==> src/rtl/param_mux_pkg.sv <==
// Shared constants and helpers for the parametrised channel multiplexer.
package param_mux_pkg;

  // Selection modes
  localparam logic MODE_MANUAL = 1'b0;
  localparam logic MODE_SCAN   = 1'b1;

  // Ceiling log2 that never returns 0, so a select field is always at least one bit wide.
  function automatic int unsigned clog2_min1(input int unsigned n);
    int unsigned r;
    for (r = 1; (64'd1 << r) < 64'(n); r++) begin
    end
    return r;
  endfunction

endpackage

==> src/rtl/rr_pick.sv <==
// Combinational cyclic priority finder: returns the first set request at or after start,
// wrapping from NUM_CH-1 back to 0. Never produces an index >= NUM_CH.
module rr_pick
  import param_mux_pkg::*;
#(
  parameter int unsigned NUM_CH = 8,
  parameter int unsigned SEL_W  = clog2_min1(NUM_CH)
) (
  input  logic [NUM_CH-1:0] req,
  input  logic [SEL_W-1:0]  start,
  output logic              found,
  output logic [SEL_W-1:0]  idx
);

  // One extra bit so start + offset cannot overflow before the explicit wrap.
  localparam logic [SEL_W:0] NUM_CH_W = (SEL_W + 1)'(NUM_CH);

  logic [SEL_W-1:0] base;
  logic [SEL_W:0]   pos;

  // Walk the channels in cyclic order and latch the first requester.
  always_comb begin
    found = 1'b0;
    idx   = '0;
    pos   = '0;
    base  = ({1'b0, start} < NUM_CH_W) ? start : '0;
    for (int unsigned k = 0; k < NUM_CH; k++) begin
      pos = {1'b0, base} + (SEL_W + 1)'(k);
      if (pos >= NUM_CH_W) begin
        pos = pos - NUM_CH_W;
      end
      if (!found && req[pos[SEL_W-1:0]]) begin
        found = 1'b1;
        idx   = pos[SEL_W-1:0];
      end
    end
  end

endmodule

==> src/rtl/param_mux_seq.sv <==
// Registered NUM_CH-to-1 channel multiplexer with manual and round-robin scan selection,
// presenting the selected channel as a valid/ready stream.
module param_mux_seq
  import param_mux_pkg::*;
#(
  parameter int unsigned NUM_CH = 8,
  parameter int unsigned DATA_W = 8,
  parameter int unsigned SEL_W  = clog2_min1(NUM_CH)
) (
  input  logic                     clk,
  input  logic                     rst_n,
  input  logic [NUM_CH*DATA_W-1:0] ch_data,
  input  logic [NUM_CH-1:0]        ch_valid,
  input  logic                     mode,
  input  logic [SEL_W-1:0]         sel_in,
  input  logic                     skip_idle,
  output logic [DATA_W-1:0]        out_data,
  output logic [SEL_W-1:0]         out_ch,
  output logic                     out_valid,
  input  logic                     out_ready,
  output logic                     out_last
);

  localparam logic [SEL_W-1:0] LAST_CH  = SEL_W'(NUM_CH - 1);
  localparam logic [SEL_W:0]   NUM_CH_W = (SEL_W + 1)'(NUM_CH);

  logic [DATA_W-1:0] ch_arr [NUM_CH];
  logic [SEL_W-1:0]  ptr_q, ptr_d;
  logic [SEL_W-1:0]  cand;
  logic [SEL_W-1:0]  pick_idx;
  logic              pick_found;
  logic              capture;
  logic              load;

  // Unpack the flat channel bus into an indexable array.
  always_comb begin
    for (int unsigned i = 0; i < NUM_CH; i++) begin
      ch_arr[i] = ch_data[i*DATA_W +: DATA_W];
    end
  end

  rr_pick #(
    .NUM_CH (NUM_CH),
    .SEL_W  (SEL_W)
  ) u_pick (
    .req   (ch_valid),
    .start (ptr_q),
    .found (pick_found),
    .idx   (pick_idx)
  );

  // The output register is free when empty or being drained this cycle.
  assign load = !out_valid || out_ready;

  // Choose the candidate channel and decide whether it can be captured.
  always_comb begin
    cand    = ptr_q;
    capture = 1'b0;
    if (mode == MODE_MANUAL) begin
      cand    = sel_in;
      // Out-of-range selects (non-power-of-2 NUM_CH) are never captured.
      capture = ({1'b0, sel_in} < NUM_CH_W) && ch_valid[sel_in];
    end else if (!skip_idle) begin
      capture = ch_valid[ptr_q];
    end else begin
      cand    = pick_idx;
      capture = pick_found;
    end
  end

  // Advance the scan pointer past the captured channel, wrapping explicitly.
  always_comb begin
    ptr_d = ptr_q;
    if (load && capture && (mode == MODE_SCAN)) begin
      ptr_d = (cand == LAST_CH) ? '0 : cand + SEL_W'(1);
    end
  end

  // Scan pointer register.
  always_ff @(posedge clk or negedge rst_n) begin
    if (!rst_n) begin
      ptr_q <= '0;
    end else begin
      ptr_q <= ptr_d;
    end
  end

  // Output stage: capture on load, otherwise hold everything.
  always_ff @(posedge clk or negedge rst_n) begin
    if (!rst_n) begin
      out_data  <= '0;
      out_ch    <= '0;
      out_valid <= 1'b0;
      out_last  <= 1'b0;
    end else if (load) begin
      if (capture) begin
        out_data  <= ch_arr[cand];
        out_ch    <= cand;
        out_valid <= 1'b1;
        out_last  <= (mode == MODE_SCAN) && (cand == LAST_CH);
      end else begin
        // Data and channel keep their stale values; only the qualifiers drop.
        out_valid <= 1'b0;
        out_last  <= 1'b0;
      end
    end
  end

endmodule

==> config.mk <==
export PLATFORM = sky130hd
export DESIGN_NAME = param_mux_seq
export DESIGN_NICKNAME = d
export VERILOG_FILES = /design/src/rtl/param_mux_pkg.sv /design/src/rtl/rr_pick.sv /design/src/rtl/param_mux_seq.sv
export SDC_FILE = /design/constraint.sdc
export NUM_CORES = 1
export LEC_CHECK = 0
export ABC_AREA = 1
export CAP_MARGIN = 20
export CORE_ASPECT_RATIO = 1.2
export CORE_MARGIN = 2
export CORE_UTILIZATION = 42
export DETAILED_ROUTE_END_ITERATION = 12
export PLACE_DENSITY = 0.79
export SLEW_MARGIN = 0
export SYNTH_ARGS = -nofsm -noshare
export SYNTH_HDL_FRONTEND = slang
export SYNTH_HIERARCHICAL = 1
export SYNTH_SLANG_ARGS = --single-unit
==> constraint.sdc <==
create_clock -name clk -period 3.1 [get_ports clk]
set_input_delay 0.62 -clock clk [delete_from_list [all_inputs] [get_ports clk]]
set_output_delay 0.62 -clock clk [all_outputs]
set_load 0.02 [all_outputs]
=== Word-level counts from Yosys, hierarchy flattened ===
Index checks and enable logic that the tools add are counted.

* Flip-flop bits (word level): 16
* Input port bits: 80
* Output and inout bits: 13
* Word-level logic and storage cells: 116

* Add/subtract/negate cells: 16
* Order comparisons: 19
* Equal/unequal tests: 1
* Multiplexer cells: 54
* Bitwise logic cells: 1
* Reductions and logical operators: 20

{| class="wikitable"
|+ Operators by type and width
! operator !! count
|-
| 2-to-1 mux 3 bit || 19
|-
| < comparator 3 x 4 -> 1 bit, second input constant || 10
|-
| greater-or-equal comparator 4 bit, second input constant || 8
|-
| binary-select mux 1 bit (select 3 bit) || 10
|-
| binary-select mux 8 bit (select 3 bit) || 1
|-
| subtractor 3 x 1 -> 3 bit, second input constant || 8
|-
| 2-to-1 mux 1 bit || 22
|-
| adder 3 x 3 -> 4 bit, second input constant || 4
|-
| 2-to-1 mux 8 bit || 2
|-
| logical AND 1 bit || 10
|-
| adder 3 x 2 -> 4 bit, second input constant || 2
|-
| zero test 1 bit || 8
|-
| adder 3 x 1 -> 4 bit, second input constant || 1
|-
| greater-or-equal comparator 3 x 4 -> 1 bit, second input constant || 1
|-
| inverter 3 -> 4 bit || 1
|-
| adder 3 x 1 -> 3 bit, second input constant || 1
|-
| equality test 3 bit, second input constant || 1
|-
| AND reduction 2 bit || 1
|-
| logical OR 1 bit || 1
|}

=== Logic depth before layout (Yosys ltp) ===
Gate-level depths: netlist of run 1.

* Depth in word-level cells: 32
* Gate-level depth with buffers: 26
* Gate-level depth less buffers: 25

=== By module ===
Netlist of run 1, hierarchy kept.

{| class="wikitable"
|+ Modules (own cells, without submodules)
! module !! times used !! cells each !! area each (µm²) !! seq. area each (µm²)
|-
| param_mux_seq || 1 || 319 || 1,851.8 || 400.4
|-
| rr_pick || 1 || 136 || 747.0 || 0.0
|}

=== Worst setup path before layout of run 1 ===
OpenSTA, ideal clock, no wires.

* Path type: reg2reg
* Start: register ptr_q[0]
* End: register ptr_q[2]
* Data arrival time: 3,103 ps
* Data required time: 2,964 ps
* Slack: -139 ps
* Cell stages (with the launch flop): 25
* Cell sequence: dfrtp_1 > inv_2 > buf_6 > ha_1 > inv_1 > nand3_1 > nand2_1 > nand2_1 > nand2_2 > nor2_1 > nand2_1 > nand2_1 > nor2_1 > nand3_1 > nor2_1 > nand3_1 > nand2_1 > nand3_2 > o21ai_4 > inv_2 > buf_6 > ha_1 > ha_1 > inv_1 > o21ai_0

* Cells in the longest elaborated chain, start to end: 30
* Elaborated cells between the ends (all ways): 88
* Classes of those cells: 16 x add/sub; 8 x order compare; 1 x eq/ne; 47 x mux; 16 x reduce/logical

{| class="wikitable"
|+ Ends and longest elaborated chain
! element !! RTL line !! text
|-
| from (decl) || param_mux_seq.sv:28 || <nowiki>logic [SEL_W-1:0] ptr_q, ptr_d;</nowiki>
|-
| from (signal assigned) || param_mux_seq.sv:84 || <nowiki>ptr_q <= ptr_d;</nowiki>
|-
| parallel branches: the longest is 25 deep, another holds adder 3 x 1 -> 4 bit || -- ||
|-
| 2-to-1 mux 3 bit (*) || rr_pick.sv:32 || <nowiki>if (!found && req[pos[SEL_W-1:0]]) begin</nowiki>
|-
| named net pick_idx[1] || param_mux_seq.sv:30 || <nowiki>logic [SEL_W-1:0] pick_idx;</nowiki>
|-
| 2-to-1 mux 3 bit (*) || param_mux_seq.sv:63 || <nowiki>end else if (!skip_idle) begin</nowiki>
|-
| 2-to-1 mux 3 bit (*) || param_mux_seq.sv:59 || <nowiki>if (mode == MODE_MANUAL) begin</nowiki>
|-
| named net cand[1] || param_mux_seq.sv:29 || <nowiki>logic [SEL_W-1:0] cand;</nowiki>
|-
| adder 3 x 1 -> 3 bit or equality test 3 bit (tied branches) || param_mux_seq.sv:75 || <nowiki>ptr_d = (cand == LAST_CH) ? '0 : cand + SEL_W'(1);</nowiki>
|-
| 2-to-1 mux 3 bit (*) || param_mux_seq.sv:75 ||
|}

Mark *: on every way through the listed nets, which the timed path passes. The select of a mux whose other input is x is not followed.
A chain may end at the register's enable or synchronous reset.

=== Final worst setup path of run 1 ===
* Start: register ptr_q[0]
* End: register out_data[1]

* Cells in the longest elaborated chain, start to end: 32
* Elaborated cells between the ends (all ways): 88
* Classes of those cells: 15 x add/sub; 8 x order compare; 49 x mux; 1 x bitwise; 15 x reduce/logical

{| class="wikitable"
|+ Ends and longest elaborated chain
! element !! RTL line !! text
|-
| parallel branches: the longest is 25 deep, another holds adder 3 x 1 -> 4 bit || -- ||
|-
| 2-to-1 mux 3 bit (*) || rr_pick.sv:32 ||
|-
| named net pick_idx[0] || param_mux_seq.sv:30 ||
|-
| 2-to-1 mux 3 bit (*) || param_mux_seq.sv:63 ||
|-
| 2-to-1 mux 3 bit (*) || param_mux_seq.sv:59 ||
|-
| inverter 3 -> 4 bit (implied by the code) (*) || param_mux_seq.sv:97 || <nowiki>out_data <= ch_arr[cand];</nowiki>
|-
| binary-select mux 8 bit (select 3 bit) (*) || param_mux_seq.sv:97 ||
|-
| 2-to-1 mux 8 bit (implied by the code) (*) (2 in a row) || param_mux_seq.sv:97 ||
|-
| to (signal assigned) || param_mux_seq.sv:97 ||
|-
| to (decl) || param_mux_seq.sv:17 || <nowiki>output logic [DATA_W-1:0] out_data,</nowiki>
|}

Marked as above.

==> flow_summary.yaml, run 1 <==
outcome:
  status: "completed"
run:
  drv_cap: 0
floorplan:
  initial_core_util_pct: 43.2
  fp-row-count: 31
  die_area_mm2: 0.00683
  io_pins: 93
  fp.coreArea_mm2: 0.00601
  die_h_um: 90.2
  fp.dieW_um: 75.8
final_layout:
  nNetsFinal: 661
  utilization_pct: 68.1
  layout_commonest_cell: "nand2_1"
  layout_common_cells: "nand2_1, clkdlybuf4s50_1, nand3_1"
  syn_to_final_growth_pct: 57.6
  diodes: 0
  fin_area_mm2: 0.00410
  layout-drive-gt1-share_pct: 19.6
global_routing:
  antenna_found_initial: 0
  grt_start_max_net_pins: 25
  grtUsageTotal_pct: 23.5
  grt_pass1_vias: 3068
  grt_pass1_wl_um: 13200
  globalRouteOverflowTotal: 0
hold_path:
  holdPathEnd: "out_ch[1]"
  hp-class: "register to register"
  hold_start: "out_ch[1]"
  holdPathStages: 2
setup_path:
  crit_path_max_fanout: 7
  cp.required_ns: 3.24
  cpPeakStageDelay_ns: 0.37
  critPathTopFamily: "simple AND/OR/NAND/NOR gates"
  r2r_start: "ptr_q[0]"
  crit_path_start_kind: "register"
  cp_slowest_cell: "dfrtp_2"
  cp_num_buf_inv: 4
  reg2reg_slack_ns: 0.26
  end_kind: "register"
  rr_endpoint: "out_data[1]"
  r2r_cells: 25
  worstPathArrival_ns: 2.98
  critical_path_class: "register to register"
  crit_top_cell: "nand2_1"
placement:
  dp_slack_ns: -0.304
  dp_hpwl_um: 6390
  place_area_mm2: 0.00378
  port_buffers: 92
  place_congestion: 0.868
yosys:
  seq_area_frac_synth_pct: 15.4
  syn_nets: 539
  ys_async_sr_fraction_pct: 100
  syn_inst: 455
  syn_area_per_cell_um2: 5.71
  synth-seq-cells: 16
  ys.flop_type: "dfrtp_1"
  synth_cell_types: 33
  synth_edf_count: 0
  syn-cell-area_mm2: 0.00260
  yosysWarnings: 6
routing:
  drt_iter0_markers: 149
  routed.top_layer: "met4"
  route.met2.wl_um: 4290
  drc: 0
  met3_length_um: 522
  post_drt_wl_per_cell_um: 12.2
  wl_met1_um: 3040
  viasPerCell: 4.95
  drt-pass1-iter-count: 4
  ant_nets: 0
  vias: 3256
  wl_um: 8010
power_and_ir_drop:
  p_per_area_mw_per_mm2: 927
  leakagePower_nw: 2.16
  worst_ir_drop_vdd_mv: 0.447
timing:
  finalCritPeriodShare_pct: 91.6
  drv_slew: 0
  setup_ws_ns: 0.260
  clock.fmax_mhz: 352
  skew_ns: 0.000945
  tightest_slew_ns: 0.663
  slew_headroom_pct: 55.6
  setup_viol: 0
  fin_crit_ns: 2.84
  final_hold_viol_count: 0
clocking:
  numCtsBuffers: 3
  cts.htree.levels: 1
  path_clk_slew_ns: 0.06
  cts_root_buf: "clkbuf_8"
  cts.sinks: 16
  cts_tree: "yes"
  insertion_delay_ns: 0.24
  cts_max_path_buffers: 2
[logic make-up after synthesis]
group                      synth area share [%]
and+or+nand+nor                            62.0
xor gates and xnor gates                   1.64
adders and majority gates                  1.93
DFF                                        15.4
buffers and inverters                      14.3
AOI/OAI and AO/OA                          4.82
[through the flow]
step | std cells | power [W] | setup TNS (ns) | hold slack (ns)
after global placement | 649 | 0.00316 | -2.50 | 0.466
after detailed placement | 649 | 0.00319 | -2.78 | 0.468
after global routing | 658 | 0.00415 | -0.0190 | 0.506
final | 658 | 0.00379 | 0 | 0.489
after floorplan | 455 | 0.00231 | 0 | 0.324
after CTS | 653 | 0.00339 | 0 | 0.487
[cells in the mapped netlist, types with 2 or more instances]
library cell  number  area, µm²
buf_6              6       67.6
nor2_1            17       63.8
nand3b_1          27        203
xnor2_1            2       17.5
nand2_2           14       87.6
inv_1             55        206
buf_2              5       25.0
ha_1               4       50.1
nand2_1          184        691
buf_4              4       30.0
dfrtp_1           16        400
o21ai_0            5       25.0
nor2_4             3       33.8
nand4_1            3       18.8
nor3_1             2       10.0
inv_2             11       41.3
nand3_1           74        370
a31oi_2            2       25.0
nand3_2            7       70.1
[worst max-delay path by stage]
stage / from / to / slack (ns) / depth (start not counted)
2_1_floorplan: ptr_q[1] / ptr_q[2] / 0.0005 / 24
3_3_place_gp: ch_valid[7] / out_data[1] / -0.28 / 21
3_5_place_dp: ch_valid[7] / out_data[2] / -0.30 / 21
4_1_cts: ptr_q[0] / out_data[1] / 0.007 / 21
5_1_grt: ptr_q[0] / out_data[1] / -0.02 / 24
6_report: ptr_q[0] / out_data[1] / 0.26 / 25
[worst min-delay path, stage by stage (launching register included)]
cell     delay, ns
dfrtp_1       0.35
nand2_1       0.06
nand2_1       0.05
[where the power goes]
group	internal [W]	leakage [nW]	switching [W]	total, W
sequential	0.000305	0.198	0.0000928	0.000398
clock	0.000112	0.0288	0.0000658	0.000178
combinational	0.00138	1.93	0.00184	0.00322
total	0.00179	2.16	0.00200	0.00379
[routing by layer]
metal,GRT usage (%),vias to the layer above
met5,0,-
met4,5.56,0
met3,2.69,15
met2,42.5,119
met1,28.4,1451
li1,-,1671
[state kept, by name (all words and copies together), names as in the netlist]
| name | cells |
|---|---|
| out_last | 1 |
| out_ch | 3 |
| out_valid | 1 |
| ptr_q | 3 |
| out_data | 8 |
[area by class of cell]
class / instances / area, µm²
multi-input combinational: 358 / 1980
inverter: 66 / 250
tap: 82 / 103
timing repair buffer: 132 / 1300
sequential: 16 / 405
fill: 517 / 1920
clock buffer: 4 / 55.1
[repair_timing]
| item | CTS | global route |
|---|---|---|
| setup buffers | 0 | 4 |
| pin swaps | 0 | 13 |
| resized for setup | 1 | 48 |
| hold buffers | 0 | 0 |
| gates cloned | 0 | 1 |
| endpoints found under the setup margin | 8 | 12 |
| endpoints found under the hold margin | 0 | 0 |
No activity file was read; power rests on OpenSTA's default activity.
==> run 2, diff against run 1 <==
--- a/config.mk
+++ b/config.mk
@@ -11,7 +11,7 @@
 export CORE_MARGIN = 2
 export CORE_UTILIZATION = 42
 export DETAILED_ROUTE_END_ITERATION = 12
-export PLACE_DENSITY = 0.79
+export PLACE_DENSITY = 0.85
 export SLEW_MARGIN = 0
 export SYNTH_ARGS = -nofsm -noshare
 export SYNTH_HDL_FRONTEND = slang
==> flow_summary.yaml, run 2 (same netlist as run 1, synthesis figures left out) <==
setup_path:
  worstPathArrival_ns: 3.01
  critical_path_class: "register to register"
  end_kind: "register"
  cp_num_buf_inv: 3
  crit_path_max_fanout: 21
  cp_cell_sequence: "buf_6 -> ha_2 -> xor2_4 -> nor2_1 -> a31oi_2 -> buf_4 -> nor3_1 -> nor2_1 -> nand3_1 -> nand2_2 -> nand3_4 -> nand2_4 -> buf_12 -> nand2_1 -> nand3_1 -> nand2_1 -> nand2_1 -> nand2_1 -> nand2_1 -> nand2_1"
  crit_top_cell: "nand2_1"
  critPathTopFamily: "simple AND/OR/NAND/NOR gates"
  cp_slowest_cell: "dfrtp_1"
  cp.required_ns: 3.24
  cpPeakStageDelay_ns: 0.38
  crit_path_start_kind: "register"
final_layout:
  fin_area_mm2: 0.00401
  reg.largest.list: "out_data x8, out_ch x3, ptr_q x3"
  nNetsFinal: 661
  utilization_pct: 66.8
  diodes: 0
  layout_common_cells: "nand2_1, clkdlybuf4s50_1, nand3_1"
  layout_commonest_cell: "nand2_1"
  top_register: "out_data"
  layout-drive-gt1-share_pct: 18.4
  syn_to_final_growth_pct: 54.5
  n_fill_cell: 517
  largest_register_ffs: 8
power_and_ir_drop:
  power_w: 0.00363
  worst_ir_drop_vdd_mv: 0.371
  leakagePower_nw: 2.13
  p_per_area_mw_per_mm2: 905
routing:
  route.met2.wl_um: 4200
  ant_nets: 0
  viasPerCell: 4.96
  vias: 3263
  met3_length_um: 479
  wl_met1_um: 2970
  drt_iter0_markers: 183
  drc: 0
  post_drt_wl_per_cell_um: 12.0
  wl_um: 7870
  drt-pass1-iter-count: 4
  routed.top_layer: "met4"
global_routing:
  grt_pass1_wl_um: 13200
  grt_pass1_vias: 3129
  antenna_found_initial: 0
  grtUsageTotal_pct: 23.7
  globalRouteOverflowTotal: 0
  grt_start_max_net_pins: 25
hold_path:
  hp-class: "register to register"
floorplan:
  die_h_um: 90.2
  die_area_mm2: 0.00683
  io_pins: 93
  fp.dieW_um: 75.8
  fp.coreArea_mm2: 0.00601
  initial_core_util_pct: 43.2
  fp-row-count: 31
placement:
  place_area_mm2: 0.00380
  port_buffers: 92
  dp_slack_ns: -0.219
  dp_hpwl_um: 6420
  place_congestion: 0.902
timing:
  slew_headroom_pct: 51.8
  final_hold_viol_count: 0
  fin_crit_ns: 2.87
  setup-tns-final_ns: 0
  setup_viol: 0
  clock.fmax_mhz: 349
  finalCritPeriodShare_pct: 92.6
  setup_ws_ns: 0.231
  drv_slew: 0
  tightest_slew_ns: 0.721
  skew_ns: 0.00274
clocking:
  cts.sinks: 16
  ctsHoldBuffers: 0
  cts_tree: "yes"
  cts_root_buf: "clkbuf_8"
  numCtsBuffers: 3
  cts_max_path_buffers: 2
  path_clk_slew_ns: 0.07
  cts.htree.levels: 1
  insertion_delay_ns: 0.25
outcome:
  status: "completed"
run:
  drv_cap: 0
-- run 2: worst min-delay path, cell delays in order, from the launching register on --
cell and delay, ns:
dfrtp_1 0.35, nand2_1 0.05, nand2_1 0.05
-- run 2: power breakdown --
part	switching [W]	internal [W]
sequential	0.0000854	0.000301
combinational	0.00176	0.00130
clock	0.0000727	0.000113
total	0.00192	0.00172
-- run 2: path summary, 6_finish.rpt --
| kind | start | end | slack (ns) | cells after the start |
|---|---|---|---|---|
| max in group asynchronous | rst_n | ptr_q[0] | 1.80 | 1 |
| min | out_ch[0] | out_ch[0] | 0.48 | 2 |
| max reg2reg | ptr_q[1] | out_data[2] | 0.23 | 20 |
| min reg2reg | out_ch[0] | out_ch[0] | 0.48 | 2 |
| min in group asynchronous | rst_n | out_data[0] | 0.80 | 1 |
| max | ptr_q[1] | out_data[2] | 0.23 | 20 |
-- run 2: layout make-up --
| type | count | area, µm² | share of cell area [%] |
|---|---|---|---|
| flip-flops and latches | 16 | 403 | 10.0 |
| inverters | 66 | 250 | 6.23 |
| clock buffers | 4 | 55.1 | 1.37 |
| repair buffers | 132 | 1300 | 32.3 |
| multi-input cells | 358 | 1910 | 47.5 |
| well taps | 82 | 103 | 2.56 |
-- run 2: stage by stage --
| step | hold slack (ns) | cells |
|---|---|---|
| floorplan | 0.324 | 455 |
| global placement | 0.462 | 651 |
| detailed placement | 0.462 | 651 |
| CTS | 0.479 | 655 |
| global route | 0.505 | 658 |
| finish | 0.477 | 658 |
-- run 2: metal layers --
| metal | vias up | track usage (%) |
|---|---|---|
| met1 | 1433 | 28.2 |
| met4 | 0 | 6.43 |
| li1 | 1676 | - |
| met5 | - | 0 |
| met2 | 134 | 42.4 |
| met3 | 20 | 3.48 |
-- run 2: what timing repair did --
action                                  CTS  global route
resized for setup                         1            37
setup buffers                             0             3
endpoints found under the setup margin    2            12
hold endpoints to repair                  0             0
pin swaps                                 0             8
